### config.mk
export PLATFORM = sky130hd
export DESIGN_NAME = seven_seg_mux_scanner_flat
export DESIGN_NICKNAME = d
export VERILOG_FILES = /design/src/rtl/seven_seg_mux_scanner_if.sv /design/src/rtl/seven_seg_mux_scanner.sv /design/src/flat_wrapper.sv
export SDC_FILE = /design/constraint.sdc
export NUM_CORES = 1
export LEC_CHECK = 0
export CORE_MARGIN = 2
export CORE_UTILIZATION = 59
export DETAILED_ROUTE_END_ITERATION = 16
export PLACE_DENSITY = 0.84
export SLEW_MARGIN = 20
export SYNTH_ARGS = -nofsm -noshare
export SYNTH_HDL_FRONTEND = slang
export SYNTH_SLANG_ARGS = --single-unit
### constraint.sdc
create_clock -name div_clock -period 6.2 [get_ports div_clock]
set_clock_uncertainty 0.1 [all_clocks]
set_input_delay 0.62 -clock div_clock [delete_from_list [all_inputs] [get_ports div_clock]]
set_output_delay 0.62 -clock div_clock [all_outputs]
set_load 0.05 [all_outputs]
### src/rtl/seven_seg_mux_scanner_if.sv
// Display bus for the multiplexed seven-segment scanner: value/brightness inputs and pin-level outputs.
interface seven_seg_mux_scanner_if #(
  parameter int DIGITS = 4
);
  localparam int IW = (DIGITS > 1) ? $clog2(DIGITS) : 1;

  logic                  load;
  logic [4*DIGITS-1:0]   digit_data;
  logic [DIGITS-1:0]     digit_en;
  logic [DIGITS-1:0]     dp_in;
  logic [3:0]            brightness;
  logic [DIGITS-1:0]     anode;
  logic [6:0]            seg;
  logic                  dp_n;
  logic [IW-1:0]         digit_idx;
  logic                  frame_start;

  modport master (
    output load, digit_data, digit_en, dp_in, brightness,
    input  anode, seg, dp_n, digit_idx, frame_start
  );

  modport slave (
    input  load, digit_data, digit_en, dp_in, brightness,
    output anode, seg, dp_n, digit_idx, frame_start
  );
endinterface

### src/rtl/seven_seg_mux_scanner.sv
// Multiplexed common-anode seven-segment driver with PWM brightness, ghost blanking
// and frame-synchronous double-buffered digit data.
//
// state    | meaning
// ST_BLANK | all anodes off between digit slots, BLANK_CYCLES long
// ST_ON    | digit r_idx lit-eligible for DWELL_CYCLES, lit while count < threshold
module seven_seg_mux_scanner #(
  parameter int DIGITS       = 4,
  parameter int DWELL_CYCLES = 64,
  parameter int BLANK_CYCLES = 2
) (
  input  logic                   div_clock,
  input  logic                   reset_n,
  seven_seg_mux_scanner_if.slave bus
);
  localparam int IW   = (DIGITS > 1) ? $clog2(DIGITS) : 1;
  localparam int MAXC = (DWELL_CYCLES > BLANK_CYCLES) ? DWELL_CYCLES : BLANK_CYCLES;
  localparam int CW   = $clog2(MAXC + 1);

  localparam logic [CW-1:0] DWELL_LAST = CW'(DWELL_CYCLES - 1);
  localparam logic [CW-1:0] BLANK_LAST = CW'(BLANK_CYCLES - 1);
  localparam logic [CW-1:0] DUTY_STEP  = CW'(DWELL_CYCLES / 16);
  localparam logic [IW-1:0] IDX_LAST   = IW'(DIGITS - 1);

  typedef enum logic {
    ST_BLANK = 1'b0,
    ST_ON    = 1'b1
  } state_t;

  state_t              r_state;
  state_t              w_state_nxt;
  logic [CW-1:0]       r_cnt;
  logic [CW-1:0]       w_cnt_nxt;
  logic [IW-1:0]       r_idx;
  logic [IW-1:0]       w_idx_nxt;
  logic [CW-1:0]       r_thresh;
  logic [CW-1:0]       w_thresh;
  logic                w_wrap;
  logic                w_enter_on;

  logic [4*DIGITS-1:0] r_pend_data;
  logic [DIGITS-1:0]   r_pend_en;
  logic [DIGITS-1:0]   r_pend_dp;
  logic                r_pend_valid;
  logic [4*DIGITS-1:0] r_act_data;
  logic [DIGITS-1:0]   r_act_en;
  logic [DIGITS-1:0]   r_act_dp;

  logic                w_lit;
  logic [3:0]          w_nibble;
  logic [DIGITS-1:0]   w_anode_nxt;
  logic [6:0]          w_seg_nxt;
  logic                w_dp_n_nxt;
  logic                w_fs_nxt;

  logic [DIGITS-1:0]   r_anode;
  logic [6:0]          r_seg;
  logic                r_dp_n;
  logic [IW-1:0]       r_idx_out;
  logic                r_frame_start;

  function automatic logic [6:0] hex_to_seg(input logic [3:0] nib);
    logic [6:0] s;
    case (nib)
      4'h0:    s = 7'h40;
      4'h1:    s = 7'h79;
      4'h2:    s = 7'h24;
      4'h3:    s = 7'h30;
      4'h4:    s = 7'h19;
      4'h5:    s = 7'h12;
      4'h6:    s = 7'h02;
      4'h7:    s = 7'h78;
      4'h8:    s = 7'h00;
      4'h9:    s = 7'h10;
      4'hA:    s = 7'h08;
      4'hB:    s = 7'h03;
      4'hC:    s = 7'h46;
      4'hD:    s = 7'h21;
      4'hE:    s = 7'h06;
      default: s = 7'h0E;
    endcase
    return s;
  endfunction

  assign w_thresh = CW'(bus.brightness) * DUTY_STEP;

  always_ff @(posedge div_clock or negedge reset_n) begin
    if (!reset_n) begin
      r_state  <= ST_BLANK;
      r_cnt    <= '0;
      r_idx    <= '0;
      r_thresh <= '0;
    end else begin
      r_state <= w_state_nxt;
      r_cnt   <= w_cnt_nxt;
      r_idx   <= w_idx_nxt;
      if (w_enter_on) begin
        r_thresh <= w_thresh;
      end
    end
  end

  always_comb begin
    w_state_nxt = r_state;
    w_cnt_nxt   = r_cnt + 1'b1;
    w_idx_nxt   = r_idx;
    w_wrap      = 1'b0;
    w_enter_on  = 1'b0;
    case (r_state)
      ST_BLANK: begin
        if (r_cnt == BLANK_LAST) begin
          w_state_nxt = ST_ON;
          w_cnt_nxt   = '0;
          w_enter_on  = 1'b1;
        end
      end
      ST_ON: begin
        if (r_cnt == DWELL_LAST) begin
          w_state_nxt = ST_BLANK;
          w_cnt_nxt   = '0;
          if (r_idx == IDX_LAST) begin
            w_idx_nxt = '0;
            w_wrap    = 1'b1;
          end else begin
            w_idx_nxt = r_idx + 1'b1;
          end
        end
      end
      default: begin
        w_state_nxt = ST_BLANK;
        w_cnt_nxt   = '0;
      end
    endcase
  end

  // A load landing on the wrap cycle overwrites pending after the commit, so it shows next frame.
  always_ff @(posedge div_clock or negedge reset_n) begin
    if (!reset_n) begin
      r_pend_data  <= '0;
      r_pend_en    <= '0;
      r_pend_dp    <= '0;
      r_pend_valid <= 1'b0;
      r_act_data   <= '0;
      r_act_en     <= '0;
      r_act_dp     <= '0;
    end else begin
      if (w_wrap) begin
        if (r_pend_valid) begin
          r_act_data <= r_pend_data;
          r_act_en   <= r_pend_en;
          r_act_dp   <= r_pend_dp;
        end
        r_pend_valid <= 1'b0;
      end
      if (bus.load) begin
        r_pend_data  <= bus.digit_data;
        r_pend_en    <= bus.digit_en;
        r_pend_dp    <= bus.dp_in;
        r_pend_valid <= 1'b1;
      end
    end
  end

  always_comb begin
    w_nibble    = r_act_data[{r_idx, 2'b00} +: 4];
    w_lit       = (r_state == ST_ON) && (r_cnt < r_thresh) && r_act_en[r_idx];
    w_anode_nxt = '1;
    w_seg_nxt   = 7'h7F;
    w_dp_n_nxt  = 1'b1;
    if (w_lit) begin
      w_anode_nxt = ~(DIGITS'(1) << r_idx);
      w_seg_nxt   = hex_to_seg(w_nibble);
      w_dp_n_nxt  = ~r_act_dp[r_idx];
    end
    w_fs_nxt = (r_state == ST_BLANK) && (r_cnt == '0) && (r_idx == '0);
  end

  always_ff @(posedge div_clock or negedge reset_n) begin
    if (!reset_n) begin
      r_anode       <= '1;
      r_seg         <= 7'h7F;
      r_dp_n        <= 1'b1;
      r_idx_out     <= '0;
      r_frame_start <= 1'b0;
    end else begin
      r_anode       <= w_anode_nxt;
      r_seg         <= w_seg_nxt;
      r_dp_n        <= w_dp_n_nxt;
      r_idx_out     <= r_idx;
      r_frame_start <= w_fs_nxt;
    end
  end

  assign bus.anode       = r_anode;
  assign bus.seg         = r_seg;
  assign bus.dp_n        = r_dp_n;
  assign bus.digit_idx   = r_idx_out;
  assign bus.frame_start = r_frame_start;
endmodule
### src/flat_wrapper.sv
// flat-port wrapper written by rule: the top's interface ports become plain ports
module seven_seg_mux_scanner_flat 
#(
  parameter int DIGITS       = 4,
  parameter int DWELL_CYCLES = 64,
  parameter int BLANK_CYCLES = 2
)
  (div_clock, reset_n, bus_load, bus_digit_data, bus_digit_en, bus_dp_in, bus_brightness, bus_anode, bus_seg, bus_dp_n, bus_digit_idx, bus_frame_start);
  seven_seg_mux_scanner_if #(.DIGITS(DIGITS)) bus_i ();
  input  logic div_clock;
  input  logic reset_n;
  input wire logic [$bits(bus_i.load)-1:0] bus_load;
  input wire logic [$bits(bus_i.digit_data)-1:0] bus_digit_data;
  input wire logic [$bits(bus_i.digit_en)-1:0] bus_digit_en;
  input wire logic [$bits(bus_i.dp_in)-1:0] bus_dp_in;
  input wire logic [$bits(bus_i.brightness)-1:0] bus_brightness;
  output wire logic [$bits(bus_i.anode)-1:0] bus_anode;
  output wire logic [$bits(bus_i.seg)-1:0] bus_seg;
  output wire logic [$bits(bus_i.dp_n)-1:0] bus_dp_n;
  output wire logic [$bits(bus_i.digit_idx)-1:0] bus_digit_idx;
  output wire logic [$bits(bus_i.frame_start)-1:0] bus_frame_start;
  assign bus_i.load = bus_load;
  assign bus_i.digit_data = bus_digit_data;
  assign bus_i.digit_en = bus_digit_en;
  assign bus_i.dp_in = bus_dp_in;
  assign bus_i.brightness = bus_brightness;
  assign bus_anode = bus_i.anode;
  assign bus_seg = bus_i.seg;
  assign bus_dp_n = bus_i.dp_n;
  assign bus_digit_idx = bus_i.digit_idx;
  assign bus_frame_start = bus_i.frame_start;
  seven_seg_mux_scanner #(.DIGITS(DIGITS), .DWELL_CYCLES(DWELL_CYCLES), .BLANK_CYCLES(BLANK_CYCLES)) u_core (.div_clock(div_clock), .reset_n(reset_n), .bus(bus_i));
endmodule
# After elaboration in Yosys (flattened, before gate mapping)
# Memories as Yosys holds them, arrays and structs flattened.
# Index checks and enable logic that the tools add are counted.
word_totals:
  regBits: 78
  rom_bits: 112
  out_inout_bits: 15
  wordCells: 58
  n_memories: 1
classes:
  add_sub_neg: 2
  n_lt_le_gt_ge: 2
  eq_ne: 3
  n_shift: 2
  mux: 20
  n_bitwise: 3
  n_reduce_logical: 9
memory_table:
  columns: ["name", "words", "word_bits", "rd", "rd_clocked_by_memory_dff", "write_ports", "line_no", "text"]
  rows:
  - ["(no name shown)", 16, 7, 1, 0, 0, "seven_seg_mux_scanner.sv:64", "case (nib)"]
ops:
  columns: ["cell", "n"]
  rows:
  - ["2-to-1 mux 7 bit", 3]
  - ["variable part select 16 x 5 -> 4 bit", 1]
  - ["one-hot mux 7 bit (2 select lines)", 1]
  - ["2-to-1 mux 1 bit", 11]
  - ["adder 7 x 1 -> 7 bit, second input constant", 1]
  - ["== test 7 x 1 -> 1 bit, second input constant", 1]
  - ["== test 7 x 6 -> 1 bit, second input constant", 1]
  - ["zero test 7 bit", 1]
  - ["< comparator 7 x 6 -> 1 bit", 1]
  - ["binary-select mux 1 bit (select 2 bit)", 2]
  - ["logical AND 1 bit", 4]
  - ["2-to-1 mux 4 bit", 1]
  - ["inverter 4 bit", 1]
  - ["AND reduction 2 bit", 2]
  - ["<< shifter 1 x 2 -> 4 bit, first input constant", 1]
  - ["< comparator 2 x 3 -> 1 bit, second input constant", 1]
  - ["adder 2 x 1 -> 2 bit, second input constant", 1]
  - ["== test 2 bit, second input constant", 1]
  - ["zero test 2 bit", 1]
  - ["2-to-1 mux 2 bit", 1]
  - ["inverter 1 bit", 2]
  - ["one-hot mux 1 bit (2 select lines)", 1]
  - ["nonzero test 2 bit", 1]

# Longest topological paths before layout
# Gate-level depths: netlist (run 1).
logic_depth:
  word_depth: 6
  depth_mapped: 8

# Worst setup path before layout (run 1)
# OpenSTA, ideal clock, no wires.
synth_timing:
  path_kind: "register -> register"
  start: "register u_core.r_idx[0]"
  end: "register u_core.r_seg[3] (netlist: u_core.bus.seg[3])"
  arrival_ns: 1.885
  required_ns: 6.013
  path_slack_ns: 4.128
  path_stages_with_launch: 7
  n_path_buf: 1
  period_less_slack_ns: 2.072
  path_cell_list: "dfrtp_1 buf_2 mux4_2 ha_1 or2_2 a21oi_1 o21ai_0"
synth_between:
  elab_chain_len: 4
  word_cells_on_any_way: 6
  cone_classes: "1 x shift; 3 x mux; 1 x reduce/logical; 1 x memory"
synth_lines:
  columns: ["item", "line_no", "text"]
  rows:
  - ["start, declared", "seven_seg_mux_scanner.sv:34", "logic [IW-1:0] r_idx;"]
  - ["start signal, assigned", "seven_seg_mux_scanner.sv:96", "r_idx <= w_idx_nxt;"]
  - ["parallel branches: the longest is 3 deep, another holds memory (16 x 7 bit)", null, null]
  - ["2-to-1 mux 7 bit (*)", "seven_seg_mux_scanner.sv:170", "if (w_lit) begin"]
  - ["named net u_core.w_seg_nxt[3]", "seven_seg_mux_scanner.sv:52", "logic [6:0] w_seg_nxt;"]
  - ["end signal, assigned", "seven_seg_mux_scanner.sv:187", "r_seg <= w_seg_nxt;"]
  - ["end, declared", "seven_seg_mux_scanner.sv:57", "logic [6:0] r_seg;"]
# Mark *: on every way through the listed nets, which the timed path passes. The select of a mux whose other input is x is not followed.
# A chain may end at the register's enable or synchronous reset.

# Final worst setup path (run 1)
# Same ends and word-level chain as after synthesis.

==> results of run 1 <==
==> worst min-delay path by stage <==
stage,slack (ns),cells after the start,startpoint,to
2_1_floorplan,0.22,0,reset_n,u_core.bus.digit_idx[0]
3_3_place_gp,0.36,1,u_core.r_pend_valid,u_core.r_pend_valid
3_5_place_dp,0.37,1,u_core.r_pend_valid,u_core.r_pend_valid
4_1_cts,0.35,1,reset_n,u_core.r_cnt[5]
5_1_grt,0.40,1,reset_n,u_core.r_cnt[5]
6_report,0.32,1,reset_n,u_core.r_cnt[5]
==> cell type report <==
class / instances / area share [%]
Sequential cell: 78 / 46.28
Multi-Input combinational cell: 148 / 34.35
Timing Repair Buffer: 45 / 10.42
Clock buffer: 13 / 3.739
Tap cell: 75 / 2.208
Clock inverter: 3 / 2.120
Inverter: 10 / 0.8831
==> state kept, by name (all words and copies together), names as in the netlist <==
name / cells
u_core.r_act_dp: 4
u_core.r_pend_valid: 1
u_core.r_pend_data: 16
u_core.bus.seg: 7
u_core.r_thresh: 4
u_core.r_cnt: 7
u_core.r_act_data: 16
u_core.bus.dp_n: 1
u_core.r_pend_en: 4
u_core.r_act_en: 4
u_core.r_idx: 2
u_core.r_pend_dp: 4
u_core.bus.anode: 4
u_core.bus.frame_start: 1
u_core.r_state: 1
u_core.bus.digit_idx: 2
==> power by group <==
| part | switching [mW] | internal (mW) |
|---|---|---|
| clock | 0.176 | 0.290 |
| combinational | 0.0196 | 0.0319 |
| sequential | 0.00880 | 0.526 |
==> worst register-to-register path, cell delays in order, from the launching register on <==
cell     delay (ns)
dfrtp_1        0.71
mux4_2         0.66
ha_1           0.27
or2_2          0.30
a21oi_1        0.14
o21ai_0        0.09
==> per-stage QoR <==
step	std cells	hold WS, ns
6_report	372	0.3172
4_1_cts	372	0.3492
3_3_place_gp	356	0.3589
3_5_place_dp	356	0.3734
2_1_floorplan	248	0.2244
5_1_grt	372	0.3992
==> metal layers <==
layer	global-route usage [%]	vias up	wire length (um)	share of wire, %
li1	-	954	-	-
met1	27.12	1005	2614	44
met2	32.03	49	2984	50
met3	4.286	10	207	3.5
met4	9.833	0	110	1.9
met5	0	-	0	0
==> layout by cell type (no fill, tap or decap), types with 3 or more instances in the layout <==
master,instances
mux2_2,33
nor3b_1,3
bufinv_16,3
clkbuf_8,11
mux4_2,7
xor2_1,6
and3_1,4
ha_1,16
o211ai_1,4
dfrtp_1,66
dfstp_2,12
mux2_4,20
nand2_1,17
clkdlybuf4s50_1,43
nor2_1,6
inv_1,10
o21ai_0,6
nand3_1,5
==> logic make-up (layout without fill, tap and decap cells) <==
logic type	Yosys count	after routing	share of synthesized area (%)
compound gates	19	19	3.544
mux	60	60	23.26
simple gates	45	45	6.562
xor+xnor	8	8	1.965
flops	78	78	55.16
fa+ha+maj	16	16	5.614
buf+inv	22	71	3.895
==> flow_results.org, run 1 <==
** Global route
- Global routing used about a fifth of the available tracks across all layers.
- Remaining Overflow, GRT :: 0
- Wire length of the first global-routing pass :: about 10 mm
- Antenna violations before repair :: 0
- Largest net degree at the start of global routing :: 79
- The number of global-route vias before repair came to around 2.1k.

** Flow run
- Across the run, the number of max-cap violations was 0.

** Pwr
- Leakage :: 1.882 nW
- Cell area power density :: roughly 250 mW/mm2
- Final Total Pwr :: between 1 and 1.5 mW
- Across the VDD grid, the largest voltage drop is between 0.1 and 0.15 mV.

** Setup path
- Kind of end point of the critical path :: register
- STA classifies the critical path startpoint as a register.
- Largest incremental delay on the critical path :: between 0.7 and 0.8 ns
- The most critical setup path has its startpoint at u_core.r_idx[0].
- The worst register-to-register path has a depth of 5.
- Capture point of the worst path :: u_core.bus.seg[3]
- The signal on the critical path passes through mux4_2, ha_1, or2_2, a21oi_1, o21ai_0.
- Maximum fanout along the worst path :: 11
- The slowest stage of the critical path belongs to the cell dfrtp_1.
- Top delay family on crit path :: flip-flops
- Required time reported for the critical path endpoint :: 6.35 ns
- Number of cells on the critical path :: 5
- The worst register-to-register path ends at u_core.bus.seg[3].
- The critical path contains buffers and inverters numbering 0 combined.
- The startpoint identified for the worst register-to-register timing path is u_core.r_idx[0].
- STA puts the critical path data arrival time at roughly 2.5 ns.
- Setup slack on the worst reg-to-reg path comes out at ~3.8 ns.
- The critical path in this run is classified as register to register.

** Synth
- In the post-synthesis netlist, the cell with the most instances is dfrtp_1.
- In the synthesized netlist the dominant register cell turns out to be dfrtp_1.
- In this run the biggest area consumer among cell types represents roughly 46% of the synthesized area.
- Top cells by area, synth :: dfrtp_1 (46%), mux2_2 (10%), dfstp_2 (8.8%)
- A synthesized cell averages between 10 and 15 um2.
- Synthesized instance count :: ~250
- Net count after synthesis :: 295
- dfrtp_1 takes more of the synthesized area than any other cell.
- FFs w/ async S/R, synth :: between 90% and 100%
- The synthesized design contains 0 enable-type register cells.
- Post-synthesis sequential element count :: 78
- Commonest cells post-synth :: dfrtp_1 (66), mux2_2 (33), mux2_4 (20)
- Unique masters post-synth :: 38
- Seq/Total Area, Yosys :: between 50% and 60%
- The cell area that synthesis handed to floorplanning was about 0.0036 mm2.
- Count of synthesis-stage warnings from yosys :: 0

** Drt
- Routed via count divided by cell count :: approximately 5.4
- In the final routed layout, each cell accounts on average for between 15 and 20 um.
- The detailed router placed 2018 vias in this run.
- Starting DRC count in detailed routing :: 100
- Post-detailed-route DRC marker count :: 0
- For this run, the detailed router's first-pass iteration total came to 4.
- The count of nets left with antenna violations once routing finished came out at 0.
- Final wirelength :: 5.917 mm

** Die
- For this configuration, the core starts out at a cell density of 60.59%.
- Placement Rows :: 28
- After floorplanning, the core was sized to cover between 0.005 and 0.006 mm2.
- I/O pin count :: 46
- Total die area :: between 0.006 and 0.007 mm2
- The die is 81.74 um tall.
- DIE WIDTH :: between 80 and 90 um

** Final layout
- Nets :: between 300 and 400
- Diode count :: 0
- Relative to the synthesized area, the layout overhead comes to 19.19%.
- In the final layout, the share of cells above drive strength 1 is 30.64%.
- Total area of multi-input combinational cells :: 0.001460 mm2
- After filler insertion, the fill cell instance count of the layout stands at 412.
- Final Cell Area :: 0.004250 mm2
- For this run, the share of the core covered by cells in the final layout is ~72%.
- Registers take slightly below 0.002 mm2.

** Timing
- Measured against its own limit, the worst slew margin works out to between 30 and 40%.
- Final slew viol count :: 0
- For the pin with the worst max-slew slack, the measured transition is approximately 0.93 ns.
- Setup repair after global routing left no endpoint under its margin.
- The smallest clock period supported by the final layout is computed as between 2 and 2.5 ns.
- For this run, the top clock speed supported by timing is 0.4216 GHz.
- Setup tns final :: 0 ns
- The number of hold-slack violations in the final timing report is 0.
- Fraction of the cycle the final worst path needs :: a little under two fifths
- Final number of setup-violating endpoints :: 0
- Worst setup margin :: 3.828 ns

** Outcome
- Outcome :: finished clean

** CTS
- CTS tree :: built
- Number of buffers created by CTS :: 9
- Post-CTS timing repair inserted 0 buffers for setup.
- # resized after CTS :: 0
- Clock tree root buffer cell :: clkbuf_8
- Hold Buf Count CTS :: 0
- At the later pin of the worst-skew pair, clock insertion delay measures between 0.3 and 0.4 ns.
- The clock net in this run drives a total of 78 sinks.
- Buffer depth of the longest clock path :: 2
- After clock tree synthesis, the clock-pin slew on the worst setup and hold paths is 0.08 ns.
- CTS built an H-tree with a depth of 3.

** Hold path
- The path class of the tightest hold or removal check is primary input to async pin.

** Placement
- The congestion estimate from routability-driven global placement came to around 0.80.
- Port buffering added 45 buffers.
- Post-place setup slack :: approximately 3.7 ns
- Placement-stage cell area :: ~0.004 mm2
- DP Wirelength :: 3.955 mm
(Power assumes the default switching activity.)
==> inputs of run 2 (changes only) <==
Settings changed: CORE_UTILIZATION 59 to 55, PLACE_DENSITY 0.84 to 0.79.
Clock period 6.2 ns to 2.2 ns, I/O delays scaled along.
==> run 2 against run 1 <==
  * Worst hold slack worse by 0.080 ns
  * Via count is 2.1% higher
  * Register-to-register slack worse by 3.7 ns
  * Worst setup slack worse by 3.7 ns
  * Clock-buffer cell count is 3 lower
  * First-iteration DRC count is 32% lower
  * Utilization is 3.3 points lower
  * Critical path type unchanged
==> flow_results.org, run 2 (synthesis gave the netlist of run 1 again) <==
** Placement
- The number of placed instances, taps included, is approximately 370.
- The congestion estimate from routability-driven global placement came to around 0.79.
- The wire-length estimate of the detail-placed layout is about 4.3 mm.
- Buffers placed on the I/O ports in this run total 45.

** Pwr
- IR analysis of the VDD net gives a maximum drop of between 0.4 and 0.5 mV.
- Cell area power density :: around 650 mW/mm2
- In this run the static leakage power is 1.926 nW.
- The completed layout was analyzed and its total power is around 2.8 mW.

** Die
- The total area inside the core boundary comes to approximately 0.0063 mm2.
- DIE WIDTH :: roughly 85 um
- The die covers roughly 0.007 mm2.
- The floorplan has 29 rows.
- Pin placement for this block handled between 40 and 50 I/O pins.
- For this configuration, the core starts out at a cell density of a little under three fifths.
- The die is 84.52 um tall.

** CTS
- CTS tree :: built
- The clock net in this run drives a total of between 70 and 80 sinks.
- Clock latency on the worst-skew pair, taken at its later pin, is 0.34 ns.
- In this run the post-CTS setup repair buffer count came out at 0.
- Clock tree root buffer cell :: clkbuf_8
- CTS built an H-tree with a depth of 3.
- Buffer depth of the longest clock path :: 2
- The number of clock buffers added by TritonCTS is 9.
- After clock tree synthesis, the clock-pin slew on the worst setup and hold paths is about 0.08 ns.

** Setup path
- The critical path goes through ha_1, and3_2, and4_4, and3_4, buf_12, mux2_2.
- Along the worst path, the maximum fanout reaches 8.
- On the critical path, the stage with the largest delay is an instance of dfrtp_1.
- The largest single stage delay on the critical path is 0.41 ns.
- Arrival time of data at the critical path endpoint :: about 2.2 ns
- STA classifies the critical path startpoint as a register.
- Among cell families on the critical path, the largest total delay comes from simple AND/OR/NAND/NOR gates.
- The critical path in this run is classified as register to register.
- Number of cells on the critical path :: 6
- Worst Path Buf+Inv :: 1
- Required time reported for the critical path endpoint :: around 2.3 ns
- Kind of end point of the critical path :: register
- Logic depth of the worst register-to-register path :: 6

** Final layout
- Diode count :: 0
- Ratio of cells with drive above 1 in the final layout :: between 30% and 40%
- Most frequent standard cell in the layout excluding fill and tap cells :: dfrtp_1
- Relative to the synthesized area, the layout overhead comes to 22.07%.
- The finished layout holds approximately 380 standard cells, fillers aside.
- Registers with the most flip-flops :: u_core.r_act_data: 16 flops, u_core.r_pend_data: 16 flops
- At the end of the flow, the number of nets in the layout was between 300 and 400.
- Most used cells in the layout excluding fill and tap cells :: dfrtp_1 (66), clkdlybuf4s50_1 (44), mux2_2 (33)
- Cells fill between 60% and 70% of the core in the end.

** Drt
- Dividing the detail-routed via count by the number of cells gives roughly 5.4.
- DRT antenna net count :: 0
- In this run, the number of DRC markers left after iteration 0 of detailed routing was 68.
- Post-detailed-route DRC marker count :: 0
- Count of vias placed by the detailed router :: approximately 2k
- Drt wl/cell :: roughly 16 um
- The final layout contains routed wiring with a total length of 5.987 mm.
- The first detailed-routing pass ran for 4 iterations.

** Hold path
- The min-delay analysis places its worst path in the category primary input to async pin.

** Global route
- The first global-routing pass estimated approximately 10 mm of wire.
- Largest net degree at the start of global routing :: 50
- Via count of the first global-routing pass :: about 2.2k
- The number of antenna violations at the first check in global routing was 0.
- Global routing used between 10% and 20% of the available tracks across all layers.
- Remaining Overflow, GRT :: 0

** Flow run
- Max-cap violations :: 0

** Timing
- The number of max-slew violations in the final report came to 0.
- Fin. Hold Viols :: 0
- Fraction of the cycle the final worst path needs :: a little over nine tenths
- Setup tns final :: 0 ns
- Fmax achieved :: 0.4835 GHz
- Setup violations remaining at the end of the flow were counted as 0.
- Setup repair after global routing left no endpoint under its margin.
- Time the worst path needs with I/O delays and setup :: roughly 2.1 ns
- Actual transition at the worst max-transition pin :: 0.5043 ns
- The worst pin sits at a relative slew slack of between 60% and 70%.

** Outcome
- The flow ran to the end, and the final reports show no timing, DRC or antenna violations.
[run 2: cell types whose count changed in the layout (fill, tap and decap cells not counted), moves of 2 or more]
| cell | before | now |
|---|---|---|
| clkinvlp_4 | 0 | 2 |
| clkinv_2 | 0 | 2 |
| buf_4 | 1 | 5 |
| clkbuf_1 | 2 | 0 |
| buf_12 | 0 | 4 |
[run 2: layout make-up]
cell class                 count  area (um2)
clock inverter                 6       85.08
multi-input combinational    148        1461
tap                           77       96.34
timing repair buffer          54       568.0
inverter                      10       37.54
fill                         455        1961
clock buffer                  10       137.6
sequential                    78        1967
[run 2: what timing repair did]
action,CTS,global route
hold endpoints to repair,18,0
hold buffers,1,0
gates resized for setup,0,1
endpoints found under the setup margin,0,2
[run 2: final timing paths]
path / start / end / slack [ns]
max: u_core.r_cnt[0] / u_core.r_act_dp[2] / 0.13
min: reset_n / u_core.r_cnt[3] / 0.24
max reg2reg: u_core.r_cnt[0] / u_core.r_act_dp[2] / 0.13
min reg2reg: u_core.r_pend_valid / u_core.r_pend_valid / 0.41
max in group asynchronous: reset_n / u_core.bus.dp_n / 1.14
min in group div_clock: bus_digit_en[3] / u_core.r_pend_en[3] / 0.39
[run 2: per-stage QoR]
stage,instance area (um2),hold slack (ns),setup WS [ns]
CTS,4352,0.2413,0.08644
global placement,4119,0.06838,0.1744
detailed placement,4119,0.07414,0.1304
finish,4353,0.2369,0.1316
global route,4353,0.2552,0.01990
floorplan,3566,-0.1756,0.1278
[run 2: metal layers]
layer | up-vias | part of all wire (%) | global-route usage [%]
met1 | 1038 | 47 | 25.45
met2 | 43 | 48 | 29.92
li1 | 973 | - | -
met4 | 0 | 1.1 | 6.061
met3 | 6 | 3.7 | 4.523
met5 | - | 0 | 0
[run 2: where the power goes]
part	switching, mW	total (mW)	internal, mW
sequential	0.0279	1.51	1.48
combinational	0.0551	0.152	0.0968
clock	0.509	1.17	0.666
